===== config.mk =====
export PLATFORM = sky130hd
export DESIGN_NAME = cond_exec_stage
export DESIGN_NICKNAME = d
export VERILOG_FILES = /design/src/rtl/cond_exec_stage.sv
export SDC_FILE = /design/constraint.sdc
export NUM_CORES = 1
export LEC_CHECK = 0
export CAP_MARGIN = 10
export CELL_PAD_IN_SITES_DETAIL_PLACEMENT = 1
export CELL_PAD_IN_SITES_GLOBAL_PLACEMENT = 2
export CORE_ASPECT_RATIO = 1.25
export CORE_MARGIN = 2
export CORE_UTILIZATION = 26
export CTS_CLUSTER_DIAMETER = 50
export DETAILED_ROUTE_END_ITERATION = 8
export PLACE_DENSITY = 0.86
export SYNTH_ARGS = -nofsm -noshare
export SYNTH_HDL_FRONTEND = slang
export SYNTH_SLANG_ARGS = --single-unit

===== constraint.sdc =====
create_clock -name clk_i -period 5.95 [get_ports clk_i]
set_clock_uncertainty 0.15 [all_clocks]
set_input_delay 0.595 -clock clk_i [delete_from_list [all_inputs] [get_ports clk_i]]
set_output_delay 0.595 -clock clk_i [all_outputs]
set_load 0.05 [all_outputs]

===== src/rtl/cond_exec_stage.sv =====
// Execute-stage back end: NZCV flags register, condition evaluation,
// side-effect gating and the EX/MEM pipeline register.
module cond_exec_stage #(
  parameter int N    = 32,
  parameter int RA_W = 4
) (
  input  logic            clk_i,
  input  logic            rst_ni,
  input  logic            valid_i,
  input  logic [3:0]      cond_i,
  input  logic [1:0]      flag_write_i,
  input  logic            reg_write_i,
  input  logic            mem_write_i,
  input  logic            pc_src_i,
  input  logic [N-1:0]    alu_result_i,
  input  logic [3:0]      alu_flags_i,
  input  logic [N-1:0]    write_data_i,
  input  logic [RA_W-1:0] rd_i,
  input  logic            stall_i,
  input  logic            flush_i,
  output logic [3:0]      flags_o,
  output logic            cond_ex_o,
  output logic            pc_src_o,
  output logic            valid_o,
  output logic            reg_write_o,
  output logic            mem_write_o,
  output logic [N-1:0]    alu_result_o,
  output logic [N-1:0]    write_data_o,
  output logic [RA_W-1:0] rd_o
);

  logic [3:0]      r_flags;
  logic            r_valid;
  logic            r_reg_write;
  logic            r_mem_write;
  logic [N-1:0]    r_alu_result;
  logic [N-1:0]    r_write_data;
  logic [RA_W-1:0] r_rd;

  logic w_n, w_z, w_c, w_v;
  logic w_cond;
  logic w_go;
  logic w_sgn_eq;

  assign w_n      = r_flags[3];
  assign w_z      = r_flags[2];
  assign w_c      = r_flags[1];
  assign w_v      = r_flags[0];
  assign w_sgn_eq = (w_n == w_v);

  // Conditions see registered flags only; no bypass from alu_flags_i.
  always_comb begin
    w_cond = 1'b0;
    unique case (cond_i)
      4'h0: w_cond = w_z;
      4'h1: w_cond = ~w_z;
      4'h2: w_cond = w_c;
      4'h3: w_cond = ~w_c;
      4'h4: w_cond = w_n;
      4'h5: w_cond = ~w_n;
      4'h6: w_cond = w_v;
      4'h7: w_cond = ~w_v;
      4'h8: w_cond = w_c & ~w_z;
      4'h9: w_cond = ~w_c | w_z;
      4'hA: w_cond = w_sgn_eq;
      4'hB: w_cond = ~w_sgn_eq;
      4'hC: w_cond = ~w_z & w_sgn_eq;
      4'hD: w_cond = w_z | ~w_sgn_eq;
      4'hE: w_cond = 1'b1;
      4'hF: w_cond = 1'b0;
    endcase
  end

  assign w_go = valid_i & w_cond & ~flush_i & ~stall_i;

  always_ff @(posedge clk_i or negedge rst_ni) begin
    if (!rst_ni) begin
      r_flags <= 4'b0000;
    end else if (w_go) begin
      if (flag_write_i[1]) r_flags[3:2] <= alu_flags_i[3:2];
      if (flag_write_i[0]) r_flags[1:0] <= alu_flags_i[1:0];
    end
  end

  always_ff @(posedge clk_i or negedge rst_ni) begin
    if (!rst_ni) begin
      r_valid      <= 1'b0;
      r_reg_write  <= 1'b0;
      r_mem_write  <= 1'b0;
      r_alu_result <= '0;
      r_write_data <= '0;
      r_rd         <= '0;
    end else if (flush_i) begin
      r_valid     <= 1'b0;
      r_reg_write <= 1'b0;
      r_mem_write <= 1'b0;
    end else if (!stall_i) begin
      r_valid      <= valid_i;
      r_reg_write  <= reg_write_i & valid_i & w_cond;
      r_mem_write  <= mem_write_i & valid_i & w_cond;
      r_alu_result <= alu_result_i;
      r_write_data <= write_data_i;
      r_rd         <= rd_i;
    end
  end

  assign flags_o      = r_flags;
  assign cond_ex_o    = w_cond;
  assign pc_src_o     = pc_src_i & valid_i & w_cond & ~flush_i;
  assign valid_o      = r_valid;
  assign reg_write_o  = r_reg_write;
  assign mem_write_o  = r_mem_write;
  assign alu_result_o = r_alu_result;
  assign write_data_o = r_write_data;
  assign rd_o         = r_rd;

endmodule


# After elaboration in Yosys (flattened, before gate mapping)
# Cells that the tools add are included.
word_totals:
  regBits: 75
  input_bits: 86
  out_inout_bits: 77
  elab_cells: 57
classes:
  n_eq_ne: 17
  muxes: 7
  bitwise: 21
  reduce_logical: 4
ops:
  columns: ["cell", "n"]
  rows:
  - ["$eq 4x4->1 const B", 8]
  - ["$eq 4x3->1 const B", 4]
  - ["$pmux 1 s16", 1]
  - ["$and 1x1->1", 12]
  - ["$eq 4x2->1 const B", 2]
  - ["$not 1->1", 7]
  - ["$mux 1", 6]
  - ["$reduce_and 2->1", 3]
  - ["$eq 4x1->1 const B", 1]
  - ["$logic_not 4->1", 1]
  - ["$ne 2x1->1 const B", 1]
  - ["$or 1x1->1", 2]
  - ["$eq 1x1->1", 1]

# Depth between registers and ports, before layout
# Gate-level depths: netlist (run 1).
logic_depth:
  depth_word: 8
  ltp_mapped: 7
  mapped_depth_nobuf: 6

# Least setup slack after synthesis (run 1)
# OpenSTA, ideal clock, no wires.
synth_timing:
  path_type: "reg-to-output"
  startpoint: "register r_flags[3] (netlist: flags_o[3])"
  endpoint: "output port pc_src_o"
  arrival_time_ps: 2446
  t_required_ps: 5205
  slack_ps: 2759
  stages_incl_launch_ff: 6
  n_path_buf: 0
  path_cell_list: "dfrtp_1 -> xnor2_1 -> a311o_1 -> a21o_1 -> a32oi_4 -> and3_1"
synth_between:
  elab_chain_cells: 6
  elab_cells_between_ends: 8
  classes_between: "eq/ne: 1; mux: 1; bitwise: 6"
synth_lines:
  columns: ["element", "line_no", "text"]
  rows:
  - ["start: declaration", "32", "logic [3:0] r_flags;"]
  - ["start signal: assignment", "80", "if (flag_write_i[1]) r_flags[3:2] <= alu_flags_i[3:2];"]
  - ["$eq 1x1->1", "49", "assign w_sgn_eq = (w_n == w_v);"]
  - ["$not 1->1", "66, 68", null]
  - ["$or 1x1->1", "68", "4'hD: w_cond = w_z | ~w_sgn_eq;"]
  - ["$pmux 1 s16 *", "54", "unique case (cond_i)"]
  - ["net cond_ex_o", "22", "output logic cond_ex_o,"]
  - ["$and 1x1->1 * (2 in series)", "109", "assign pc_src_o = pc_src_i & valid_i & w_cond & ~flush_i;"]
  - ["end: declaration", "23", "output logic pc_src_o,"]
# The timed path passes the listed nets; every way through them passes the cells marked *.

# Worst setup path in the final report (run 1)
layout_timing:
  startpoint: "input port cond_i[0]"
  endpoint: "output port pc_src_o"
layout_between:
  elab_chain_cells: 4
  elab_cells_between_ends: 19
  classes_between: "eq/ne: 15; mux: 1; bitwise: 2; reduce/logical: 1"
layout_lines:
  columns: ["element", "line_no", "text"]
  rows:
  - ["start: declaration", "10", "input logic [3:0] cond_i,"]
  - ["$eq 4x4->1, or another cell as far along", "54", null]
  - ["$pmux 1 s16 *", "54", null]
  - ["$and 1x1->1 * (2 in series)", "109", null]
# Mark *: on every way between the ends. The rest lies on a longest branch, timed or not.

==> flow_summary.toml, run 1 <==
[timing]
max_slew_margin_pct = 36.44
hold_viol = 0
final.min_clock_period_ns = 4.074
finalSetupViolations = 0
slew_viol_final = 0
period_share_pct = 68.47
fin_setup_tns_ns = 0
max_freq_ghz = 0.2455
worst_pin_slew_ns = 0.9534
rsz0062_at_grt = "false"
hold_slack_ns = 0.2612

[clocking]
cts_tree = "done"
clockBufferDepth = 2
cts_buffers = 9
cts.clk_slew.worst_paths_ns = 0.06
postCtsSetupBuffers = 0
insertion_delay_ns = 0.33
post_cts_hold_buffer_count = 0
postCtsResizedCells = 0
cts_max_level = 3
clock_sinks = 75
clock-root-buffer = "clkbuf_16"

[final_layout]
multi_input_area_um2 = 1117
layout.nets = 448
drive_gt1_share_pct = 23.16
seq_area_um2 = 1877
antenna_cells = 0
areaGrowthSynthToFinish_pct = 68.49
fillers = 1198
final_cell_area_um2 = 5125

[global_routing]
grt_pass1_wl_um = 13660
grt_pass1_vias = 2645
grt_max_degree = 76
gr-total-overflow = 0
antenna_found_initial = 0
grt_usage_pct = 14.10

[flow_run]
maxCapViolCount = 0

[pwr]
p_leak_nw = 2.072
cellPowerDensity_nw_per_um2 = 376.0
vdd_drop_max_mv = 0.1517
power_w = 0.001927

[synth]
ys_types = 28
netlist_area_um2 = 3042
avgSynthCellArea_um2 = 15.44
ys_seq_elements = 75
syn-num-nets = 283
ys_top_cells_by_area = "dfrtp_1 (62%), mux2_2 (22%), mux2_1 (3.3%)"
synth_largest_area_cell = "dfrtp_1"
yosysWarnings = 0
postSynthCellCount = 197
synth_top_area_share_pct = 61.70
yosysSeqAreaShare_pct = 61.70

[drt]
first_iter_violations = 65
wl_per_cell_um = 16.82
vias_per_cell = 4.541
route.detailed.drc = 0
antenna_left = 0
vias = 2293
wirelength_um = 8496
drt_pass1_iterations = 4

[die]
ios = 163
rows = 44
die_w_um = 100.7
die_height_um = 124.9
initial_utilization_pct = 26.44
core-area_um2 = 11510
die_area_um2 = 12580

[critical_path]
path_cells = "clkdlybuf4s50_1 -> nor3_2 -> a21oi_1 -> a21o_1 -> a32oi_4 -> and3_1 -> clkdlybuf4s50_1"
cp_max_fo = 11
worstSetupEndpointType = "output pin"
crit_path_top_delay_cell = "clkdlybuf4s50_1"
cpMostUsedCell = "clkdlybuf4s50_1"
critPathArrivalTime_ns = 3.33
worst-path-buf-inv = 2
crit_type = "in -> out"
required_ns = 5.20
slowest_delay_ns = 0.80
start_kind = "input pin"
cpLargestDelayFamily = "buffers and inverters"

[hold_path]
min_path_type = "in -> async"

[placement]
placed_cell_area_um2 = 4797
hpwlAfterDp_um = 6256
portBuffers = 162
place.gp.congestion = 0.7753

[status]
status = "complete, no violations"
## synthesized netlist by cell type
cell type  instances
a21boi_1           1
a21o_1             1
a21oi_1            2
a311o_1            1
a32oi_4            1
a41o_1             1
and3_1             2
and4_4             2
buf_2              2
buf_6              2
clkbuf_1           5
dfrtp_1           75
inv_1              1
mux2_1             9
mux2_2            60
mux2_4             2
mux2i_1            2
nand2_1            6
nand2b_1           1
nand3_1            2
nand4b_1           4
nor2_1             3
nor2b_1            4
nor3_2             1
nor3b_1            1
o21ai_0            3
o221ai_2           1
xnor2_1            2
## per-stage QoR
step | cells | util [%] | worst slack [ns]
floorplan | 197 | - | 2.759
global placement | 489 | 41.69 | 2.014
detailed placement | 489 | 41.69 | 1.905
CTS | 505 | 44.54 | 1.881
global route | 505 | 44.54 | 1.762
finish | 505 | 44.54 | 1.876
## flip-flops by register name, indices dropped and copies added, names as in the netlist
| register | count |
|---|---|
| mem_write_o | 1 |
| alu_result_o | 32 |
| valid_o | 1 |
| reg_write_o | 1 |
| flags_o | 4 |
| rd_o | 4 |
| write_data_o | 32 |
## area by class of cell
type	count	area share [%]
Inverter	1	0.07324
Tap cell	138	3.369
Clock inverter	5	1.660
Sequential cell	75	36.62
Timing Repair Buffer	163	31.74
Multi-Input combinational cell	112	21.80
Clock buffer	11	4.736
## worst paths after layout
check	startpoint	endpoint	slack [ns]	depth (start not counted)
max in group asynchronous	rst_ni	flags_o[1]	4.77	1
max reg2reg	flags_o[0]	flags_o[0]	3.57	6
min in group clk_i	mem_write_o	mem_write_o	0.34	2
max	cond_i[0]	pc_src_o	1.88	7
min reg2reg	mem_write_o	mem_write_o	0.34	2
min	rst_ni	write_data_o[9]	0.26	1
## worst register-to-register path, delay by kind of cell (launching register included)
family / cells / cell delay (ns)
XOR/XNOR: 1 / 0.19
AND/OR/NAND/NOR: 1 / 0.30
multiplexers: 1 / 0.30
AO/OA/AOI/OAI: 3 / 0.91
flip-flops: 1 / 0.41
## per-layer routing
metal  routed length, µm  global-route usage [%]  part of all wire (%)
met5                   0                       0                     0
met4                 125                   4.835                   1.5
met3                 966                   8.025                    11
met2                4498                   24.67                    53
met1                2906                   13.70                    34
## layout by cell type (no fill, tap or decap), types with 3 or more instances in the layout
cell type,Yosys,final
clkbuf_16,0,9
clkdlybuf4s50_1,0,161
dfrtp_1,75,75
mux2_1,9,9
mux2_2,60,60
nand2_1,6,6
nand4b_1,4,4
nor2b_1,4,4
o21ai_0,3,3
## cells by family after synthesis
kind of cell,after synthesis,share of synthesized area [%]
buffers and inverters,10,1.810
AO/OA/AOI/OAI,11,3.373
flip-flops,75,61.70
XOR/XNOR,2,0.5760
AND/OR/NAND/NOR,26,5.347
multiplexers,73,27.19
## report_power, final
group	internal (W)	total, W	switching, W
logic	0.000272	0.000689	0.000417
clock network	0.000381	0.000597	0.000216
registers	0.000590	0.000641	0.0000509
Power figures use the tool's default switching activity.
==> inputs of run 2 (changes only) <==
Settings changed: CORE_UTILIZATION 26 to 22, PLACE_DENSITY 0.86 to 0.78.
Clock period 5.95 ns to 3.48 ns, I/O delays scaled along.
==> flow_summary.toml, run 2 (synthesis gave the netlist of run 1 again) <==
[status]
status = "complete, no violations"

[timing]
final.min_clock_period_ns = 2.906
period_share_pct = 83.52
worst_pin_slew_ns = 0.9567
hold_viol = 0
fin_setup_tns_ns = 0
max_slew_margin_pct = 36.22
rsz0062_at_grt = "false"
finalSetupViolations = 0
slew_viol_final = 0
max_freq_ghz = 0.3441

[pwr]
p_leak_nw = 2.068
vdd_drop_max_mv = 0.2230
cellPowerDensity_nw_per_um2 = 617.9

[clocking]
postCtsResizedCells = 0
cts_tree = "done"
cts_buffers = 9
cts_max_level = 3
insertion_delay_ns = 0.32
clockBufferDepth = 2
clock_sinks = 75
postCtsSetupBuffers = 0
cts.clk_slew.worst_paths_ns = 0.06
clock-root-buffer = "clkbuf_16"
post_cts_hold_buffer_count = 0

[placement]
hpwlAfterDp_um = 6480
portBuffers = 162
place.gp.congestion = 0.7338
dp_cells = 527

[drt]
wl_per_cell_um = 15.83
drt_pass1_iterations = 5
antenna_left = 0
route.detailed.drc = 0
vias_per_cell = 4.240
vias = 2298
wirelength_um = 8578
first_iter_violations = 52

[final_layout]
drive_gt1_share_pct = 23.98
final_cell_mix = "clkdlybuf4s50_1 (159), dfrtp_1 (75), mux2_2 (60)"
stdcell_count = 542
areaGrowthSynthToFinish_pct = 69.27
layout.nets = 449
fillers = 1465
antenna_cells = 0
final_common_cell = "clkdlybuf4s50_1"

[global_routing]
grt_usage_pct = 11.89
use_met1_pct = 11.82
grt_pass1_vias = 2645
busiest_layer = "met2"
grt_max_degree = 76
grt_pass1_wl_um = 13370
antenna_found_initial = 0
gr-usage-met2_pct = 20.70
gr-total-overflow = 0
grtUsageMet3_pct = 6.494

[critical_path]
cpLargestDelayFamily = "buffers and inverters"
critPathArrivalTime_ns = 2.41
path_cells = "clkdlybuf4s50_1 -> nor3_2 -> a21oi_1 -> a21o_1 -> a32oi_4 -> and3_1 -> buf_12"
worstSetupEndpointType = "output pin"
cp_max_fo = 11
start_kind = "input pin"
crit_start = "cond_i[0]"
slowest_delay_ns = 0.60
reg2reg_from = "flags_o[0]"
worst-path-buf-inv = 2
crit_path_top_delay_cell = "clkdlybuf4s50_1"
crit_type = "in -> out"
required_ns = 2.98

[die]
ios = 163
die_w_um = 109.2
die_area_um2 = 14790
core-area_um2 = 13630
initial_utilization_pct = 22.31
rows = 48
die_height_um = 135.5

[flow_run]
maxCapViolCount = 0

[hold_path]
min_path_type = "in -> async"
run 2: changes by cell type in the layout (fill, tap and decap cells not counted):
| cell | before | now |
|---|---|---|
| bufinv_16 | 2 | 1 |
| buf_12 | 0 | 1 |
| clkbuf_1 | 1 | 0 |
| clkbuf_8 | 1 | 0 |
| clkdlybuf4s50_1 | 161 | 159 |
| buf_4 | 2 | 4 |
| clkinv_2 | 0 | 2 |
run 2: final timing paths:
kind	endpoint	slack (ns)	cells past startpoint
worst max-delay path	pc_src_o	0.57	7
worst min-delay path	write_data_o[1]	0.03	1
worst max register to register	flags_o[0]	1.10	6
worst min register to register	alu_result_o[22]	0.33	1
max in group asynchronous	alu_result_o[28]	2.53	1
min in group clk_i	alu_result_o[22]	0.33	1
run 2: routing by layer:
layer | part of all wire [%] | vias up
li1 | - | 1036
met4 | 2.0 | 0
met3 | 12 | 11
met5 | 0 | -
met1 | 35 | 1142
met2 | 52 | 109
run 2: layout make-up:
type	instances	area, µm²	area share (%)
clock buffers	9	225.2	4.374
clock inverters	6	65.06	1.264
inverters	1	3.754	0.07290
multi-input cells	112	1117	21.70
flip-flops and latches	75	1877	36.45
well taps	175	219.0	4.253
repair buffers	164	1642	31.88
run 2: per-stage QoR:
stage,total power [W],utilization [%],instance area (µm²),hold WS (ns),setup slack (ns)
after floorplan,0.001825,-,3042,-0.09759,0.5360
after global placement,0.002278,35.64,4858,0.3193,0.6630
after detailed placement,0.002300,35.64,4858,0.3302,0.6185
after CTS,0.003241,37.77,5149,0.07016,0.5986
after global routing,0.003338,37.77,5149,0.1111,0.3888
final,0.003181,37.77,5149,0.03497,0.5737
run 2: power breakdown:
| group | internal [W] | total [W] | switching (W) |
|---|---|---|---|
| Combinational | 0.000465 | 0.00118 | 0.000711 |
| Sequential | 0.00101 | 0.00110 | 0.0000863 |
| Clock | 0.000552 | 0.000910 | 0.000358 |
